**src/rtl/iob_ila_dma_packer_pkg.sv**
```systemverilog
// Shared definitions for the ILA DMA packer.
// Contents:
//   - state_t: FSM state encoding.
//   - Header word field offsets.
//   - eff_len(): clamps the programmed burst length to the range 1..depth.
package iob_ila_dma_packer_pkg;

  typedef enum logic [1:0] {
    ST_IDLE = 2'd0,
    ST_WAIT = 2'd1,
    ST_SEND = 2'd2,
    ST_HDR  = 2'd3
  } state_t;

  localparam int unsigned HDR_LEN_LSB = 0;
  localparam int unsigned HDR_SEQ_LSB = 16;
  localparam int unsigned HDR_FIELD_W = 16;

  function automatic int unsigned eff_len(input int unsigned len, input int unsigned depth);
    if (len == 0) return 1;
    if (len > depth) return depth;
    return len;
  endfunction

endpackage

```
**src/rtl/iob_ila_dma_fifo.sv**
```systemverilog
// Synchronous FIFO used by the ILA DMA packer.
// Ports:
//   clk_i, arst_i  clock and asynchronous active-high reset
//   cke_i          clock enable; all state holds while low
//   clear_i        synchronous clear of the pointers and level
//   push_i, data_i write one word (the caller guarantees the FIFO is not full)
//   pop_i          drop the head word (the caller guarantees the FIFO is not empty)
//   head_o         head word, read from the registered storage
//   level_o        occupancy, 0..2**FIFO_ADDR_W
module iob_ila_dma_fifo #(
  parameter int DMA_TDATA_W = 64,
  parameter int FIFO_ADDR_W = 4
) (
  input  logic                   clk_i,
  input  logic                   arst_i,
  input  logic                   cke_i,
  input  logic                   clear_i,
  input  logic                   push_i,
  input  logic [DMA_TDATA_W-1:0] data_i,
  input  logic                   pop_i,
  output logic [DMA_TDATA_W-1:0] head_o,
  output logic [FIFO_ADDR_W:0]   level_o
);

  logic [DMA_TDATA_W-1:0] mem [2**FIFO_ADDR_W];
  logic [FIFO_ADDR_W-1:0] wr_ptr;
  logic [FIFO_ADDR_W-1:0] rd_ptr;
  logic [FIFO_ADDR_W:0]   level;

  always_ff @(posedge clk_i) begin
    if (cke_i && push_i && !clear_i) mem[wr_ptr] <= data_i;
  end

  always_ff @(posedge clk_i or posedge arst_i) begin
    if (arst_i) begin
      wr_ptr <= '0;
      rd_ptr <= '0;
      level  <= '0;
    end else if (cke_i) begin
      if (clear_i) begin
        wr_ptr <= '0;
        rd_ptr <= '0;
        level  <= '0;
      end else begin
        if (push_i) wr_ptr <= wr_ptr + 1'b1;
        if (pop_i)  rd_ptr <= rd_ptr + 1'b1;
        case ({push_i, pop_i})
          2'b10:   level <= level + 1'b1;
          2'b01:   level <= level - 1'b1;
          default: level <= level;
        endcase
      end
    end
  end

  assign head_o  = mem[rd_ptr];
  assign level_o = level;

endmodule

```
**src/rtl/iob_ila_dma_packer.sv**
```systemverilog
// ILA DMA packer: buffers the ILA sample stream and re-emits it as
// tlast-delimited AXI-Stream bursts of a programmable length.
// Ports:
//   clk_i, arst_i        clock and asynchronous active-high reset
//   cke_i                clock enable; all state holds while low
//   enable_i             low forces IDLE and empties the FIFO
//   burst_len_i          words per burst (clamped to 1..D), sampled at burst start
//   flush_i              pulse: send the buffered partial burst (honoured in WAIT only)
//   tdata_i/tvalid_i/tready_o        input stream
//   m_tdata_o/m_tvalid_o/m_tready_i/m_tlast_o  output stream
//   level_o              FIFO occupancy
//   busy_o               a burst (header or data) is in progress
// Build option: define IOB_ILA_DMA_PACKER_HEADER_EN to prefix each burst with
// a header word {seq[15:0], count[15:0]}.
module iob_ila_dma_packer
  import iob_ila_dma_packer_pkg::*;
#(
  parameter int DMA_TDATA_W = 64,
  parameter int FIFO_ADDR_W = 4,
  parameter int BURST_W     = 8
) (
  input  logic                   clk_i,
  input  logic                   arst_i,
  input  logic                   cke_i,
  input  logic                   enable_i,
  input  logic [BURST_W-1:0]     burst_len_i,
  input  logic                   flush_i,
  input  logic [DMA_TDATA_W-1:0] tdata_i,
  input  logic                   tvalid_i,
  output logic                   tready_o,
  output logic [DMA_TDATA_W-1:0] m_tdata_o,
  output logic                   m_tvalid_o,
  input  logic                   m_tready_i,
  output logic                   m_tlast_o,
  output logic [FIFO_ADDR_W:0]   level_o,
  output logic                   busy_o
);

  localparam int unsigned DEPTH = 2**FIFO_ADDR_W;
  localparam int          LW    = FIFO_ADDR_W + 1;

`ifdef IOB_ILA_DMA_PACKER_HEADER_EN
  localparam state_t BURST_FIRST = ST_HDR;
`else
  localparam state_t BURST_FIRST = ST_SEND;
`endif

  state_t                 state;
  state_t                 state_nxt;
  logic [LW-1:0]          remaining;
  logic [LW-1:0]          remaining_nxt;
  logic [LW-1:0]          level;
  logic [LW-1:0]          len_eff;
  logic [DMA_TDATA_W-1:0] head;
  logic                   push;
  logic                   pop;

  assign len_eff  = LW'(eff_len(32'(burst_len_i), DEPTH));
  assign tready_o = enable_i && (state != ST_IDLE) && (level != LW'(DEPTH));
  assign push     = tvalid_i && tready_o;
  assign pop      = (state == ST_SEND) && m_tready_i;
  assign level_o  = level;
  assign busy_o   = (state == ST_SEND) || (state == ST_HDR);

  iob_ila_dma_fifo #(
    .DMA_TDATA_W(DMA_TDATA_W),
    .FIFO_ADDR_W(FIFO_ADDR_W)
  ) u_fifo (
    .clk_i  (clk_i),
    .arst_i (arst_i),
    .cke_i  (cke_i),
    .clear_i(!enable_i),
    .push_i (push),
    .data_i (tdata_i),
    .pop_i  (pop),
    .head_o (head),
    .level_o(level)
  );

`ifdef IOB_ILA_DMA_PACKER_HEADER_EN
  logic [HDR_FIELD_W-1:0] seq;
  logic                   seq_inc;
`endif

  always_comb begin
    state_nxt     = state;
    remaining_nxt = remaining;
    m_tvalid_o    = 1'b0;
    m_tlast_o     = 1'b0;
    m_tdata_o     = '0;
`ifdef IOB_ILA_DMA_PACKER_HEADER_EN
    seq_inc       = 1'b0;
`endif
    case (state)
      ST_IDLE: if (enable_i) state_nxt = ST_WAIT;
      ST_WAIT: begin
        // A full burst wins over a flush arriving in the same cycle.
        if (level >= len_eff) begin
          remaining_nxt = len_eff;
          state_nxt     = BURST_FIRST;
        end else if (flush_i && (level != '0)) begin
          remaining_nxt = level;
          state_nxt     = BURST_FIRST;
        end
      end
      ST_SEND: begin
        m_tvalid_o = 1'b1;
        m_tdata_o  = head;
        m_tlast_o  = (remaining == LW'(1));
        if (m_tready_i) begin
          remaining_nxt = remaining - 1'b1;
          if (remaining == LW'(1)) begin
            state_nxt = ST_WAIT;
`ifdef IOB_ILA_DMA_PACKER_HEADER_EN
            seq_inc   = 1'b1;
`endif
          end
        end
      end
`ifdef IOB_ILA_DMA_PACKER_HEADER_EN
      ST_HDR: begin
        m_tvalid_o = 1'b1;
        m_tdata_o[HDR_SEQ_LSB +: HDR_FIELD_W] = seq;
        m_tdata_o[HDR_LEN_LSB +: HDR_FIELD_W] = HDR_FIELD_W'(remaining);
        if (m_tready_i) state_nxt = ST_SEND;
      end
`endif
      default: state_nxt = ST_IDLE;
    endcase
    if (!enable_i) state_nxt = ST_IDLE;
  end

  always_ff @(posedge clk_i or posedge arst_i) begin
    if (arst_i) begin
      state     <= ST_IDLE;
      remaining <= '0;
    end else if (cke_i) begin
      state     <= state_nxt;
      remaining <= remaining_nxt;
    end
  end

`ifdef IOB_ILA_DMA_PACKER_HEADER_EN
  always_ff @(posedge clk_i or posedge arst_i) begin
    if (arst_i) begin
      seq <= '0;
    end else if (cke_i) begin
      if (!enable_i)    seq <= '0;
      else if (seq_inc) seq <= seq + 1'b1;
    end
  end
`endif

endmodule
```
**config.mk**
```make
export PLATFORM = sky130hd
export DESIGN_NAME = iob_ila_dma_packer
export DESIGN_NICKNAME = d
export VERILOG_FILES = /design/src/rtl/iob_ila_dma_packer_pkg.sv /design/src/rtl/iob_ila_dma_fifo.sv /design/src/rtl/iob_ila_dma_packer.sv
export SDC_FILE = /design/constraint.sdc
export NUM_CORES = 1
export LEC_CHECK = 0
export BUFFER_PORTS_ARGS = -buffer_cell sky130_fd_sc_hd__buf_4
export CAP_MARGIN = 20
export CORE_ASPECT_RATIO = 2
export CORE_UTILIZATION = 55
export DETAILED_ROUTE_END_ITERATION = 8
export GPL_TIMING_DRIVEN = 0
export PLACE_DENSITY_LB_ADDON = 0.1
export RECOVER_POWER = 25
export SYNTH_ARGS = -nofsm -noshare
export SYNTH_HDL_FRONTEND = slang
export SYNTH_SLANG_ARGS = --single-unit
```
**constraint.sdc**
```tcl
create_clock -name clk_i -period 8.8 [get_ports clk_i]
set_clock_uncertainty 0.15 [all_clocks]
set_input_delay 0.88 -clock clk_i [delete_from_list [all_inputs] [get_ports clk_i]]
set_output_delay 0.88 -clock clk_i [all_outputs]
set_load 0.02 [all_outputs]
```
==> results.cfg <==
[outcome]
status = complete, no violations

[placement]
place_worst_setup_slack_ns = 4.35
port_buffers = 151
place_congestion = 0.771
dp_hpwl_um = 59900
dp.cells = 2815

[yosys]
syn_nets = 1786
synth_compound_area_share_pct = 0.776
ys_seq_area_share_pct = 77.2
synthSimpleGateAreaFrac_pct = 2.09
ys.flop_type = edfxtp_1
synthTopCellsByCount = edfxtp_1, mux4_2, and2_1
synth_top_area_share_pct = 76.0
syn_avg_cell_area_um2 = 23.9
synth_top_family_by_area = multiplexers
yosysUniqueCellTypes = 46
syn_area_um2 = 40500
synth-edff-count = 1024
synth.mux.area_fraction_pct = 17.9
synthArstFlopShare_pct = 1.92
synth_xor_area_share_pct = 0.0649
yosysMostFrequentCell = edfxtp_1
synthTopCellsByArea = edfxtp_1, mux4_2, dfrtp_1, and2_1, buf_6
yosysWarnings = 0
synth_seq_cells = 1044
synthCells = 1691
synthAdderAreaFrac_pct = 0.513
yosys.area.top_type = edfxtp_1

[run]
max_cap_viol_count = 0

[clock_network]
numCtsBuffers = 86
hold_buffers = 0
clockBufferDepth = 3
clock_sinks = 1044
cts_root_buf = clkbuf_16
ctsResizeCount = 0
cts_tree = yes
path_clk_slew_ns = 0.07
post-cts-setup-buffers = 0
cts_max_level = 3
insertion_delay_ns = 0.64

[drt]
vias = 19000
drc = 0
wl_per_cell_um = 32.5
drtPass1Iterations = 5
ant_nets = 0
vias_per_cell = 6.40
wirelength_um = 96700
drt_iter0_drc = 1608

[timing]
fmax_ghz = 0.198
worstMarginPinSlew_ns = 1.15
maxSlewHeadroom_pct = 23.6
fin_ws_ns = 3.75
final_hold_viol_count = 0
finalCritPeriodShare_pct = 57.4
slew_violations = 0
rsz0062_at_grt = no
finalSetupViolations = 0
min_period_ns = 5.05

[final_layout]
multiInputGateArea_um2 = 8740
register_area_um2 = 31300
drive_gt1_share_pct = 32.0
n_fill_cell = 4899
stdcell_count = 2976
fin_nets = 2075
area_delta_synth_final_pct = 14.5
utilization_pct = 63.6

[die]
initial_core_util_pct = 55.6
die-height_um = 386
dieArea_um2 = 74800
pin_count = 152
rows = 140
dieWidth_um = 194
core-area_um2 = 72900

[pwr]
pwr-share-seq_pct = 51.5
leakage_nw = 14.4
p_int_mw = 8.28
ir_worst_vdd_mv = 0.168
power_density_nw_per_um2 = 232
switching_share_pct = 23.1
p_switching_mw = 2.49
power_frac_comb_pct = 12.5
clkPwrFrac_pct = 36.0
power_mw = 10.8

[global_routing]
grt_first_pass_wirelength_um = 139000
gr-total-overflow = 0
grt_use_total_pct = 26.7
grt_pass1_vias = 20100
antenna_found_initial = 11
grt_max_degree = 42

[min_path]
hold_class = in2async

[setup_path]
worstPathRequired_ns = 7.77
start_kind = flip-flop
critPathCaptureType = output port
critical_path_class = reg2out
crit_fanout = 10
rrSetupSlack_ns = 5.07
worstPathArrival_ns = 4.02
registers in the layout (all words and copies together), names as in the netlist:
register / count
state: 2
u_fifo.rd_ptr: 4
remaining: 5
u_fifo.mem: 1024
u_fifo.level_o: 5
u_fifo.wr_ptr: 4
final timing paths:
kind | from | end | depth (start not counted)
worst max-delay path | u_fifo.rd_ptr[2] | m_tdata_o[15] | 7
worst min-delay path | arst_i | remaining[3] | 2
worst max register to register | state[0] | u_fifo.level_o[4] | 12
worst min register to register | remaining[1] | remaining[1] | 2
max in group asynchronous | arst_i | state[0] | 2
min in group clk_i | tdata_i[37] | u_fifo.mem[15][37] | 1
cells by family (layout without fill, tap and decap cells):
logic type | Yosys count | after routing
buffers and inverters | 100 | 459
adders and majority gates | 16 | 16
muxes | 325 | 325
and+or+nand+nor | 156 | 156
xor gates and xnor gates | 3 | 3
AOI/OAI and AO/OA | 47 | 47
DFF | 1044 | 1044
other | 0 | 3
metal layers:
| metal | up-vias | share of wire, % | track usage, % | wire [µm] |
|---|---|---|---|---|
| met2 | 760 | 54 | 48.2 | 52300 |
| li1 | 7800 | - | - | - |
| met5 | - | 0.13 | 0 | 121 |
| met4 | 20 | 2.9 | 8.45 | 2790 |
| met3 | 191 | 6.1 | 4.91 | 5900 |
| met1 | 10300 | 37 | 32.7 | 35600 |
stage by stage:
step	setup TNS, ns	hold WS (ns)	cell area [µm²]
2_1_floorplan	0	0.328	40500
3_3_place_gp	-878.28	0.370	42800
3_5_place_dp	0	0.380	43700
4_1_cts	0	0.238	46500
5_1_grt	0	0.297	46300
6_report	0	0.261	46400
worst max-delay path, stage by stage, from the launching register on:
cell,delay (ns)
dfrtp_1,0.32
buf_2,0.31
clkbuf_1,0.65
buf_1,0.84
mux4_2,0.43
mux4_2,0.47
and2_1,0.19
buf_4,0.16
final cells by class:
type	instances	share of cell area [%]
Antenna cell	3	0.0162
Buffer	84	1.11
Clock buffer	103	4.87
Clock inverter	55	1.19
Inverter	16	0.130
Multi-Input combinational cell	547	18.9
Sequential cell	1044	67.4
Tap cell	923	2.49
Timing Repair Buffer	201	3.92
cells in the final DEF (no fill, tap or decap), types with 9 or more instances in the layout:
cell type  netlist  routed
nand2_1         33      33
and3_4           0      10
bufinv_16        0      11
inv_1           15      15
ha_1            15      15
clkinv_2         0      18
o21ai_0          9       9
buf_16           0      14
and2_1          67      67
edfxtp_1      1024    1024
buf_2           11      11
clkinv_1         1      21
mux4_2         320     320
buf_4            0     104
nor2_1          17      14
buf_6           25      51
dfrtp_1         20      20
nand3_1          9       9
clkbuf_16        0      88
clkbuf_1        35      97
buf_1           13      13
power groups by stage:
stage               Clock, mW  Sequential (mW)  Combinational (mW)
global placement            0             5.65                1.33
CTS                      3.94             5.54                1.37
floorplan                   0             5.65               0.862
detailed placement          0             5.65                1.37
global route             4.10             5.55                1.43
finish                   3.88             5.55                1.34
(Power assumes the default switching activity.)
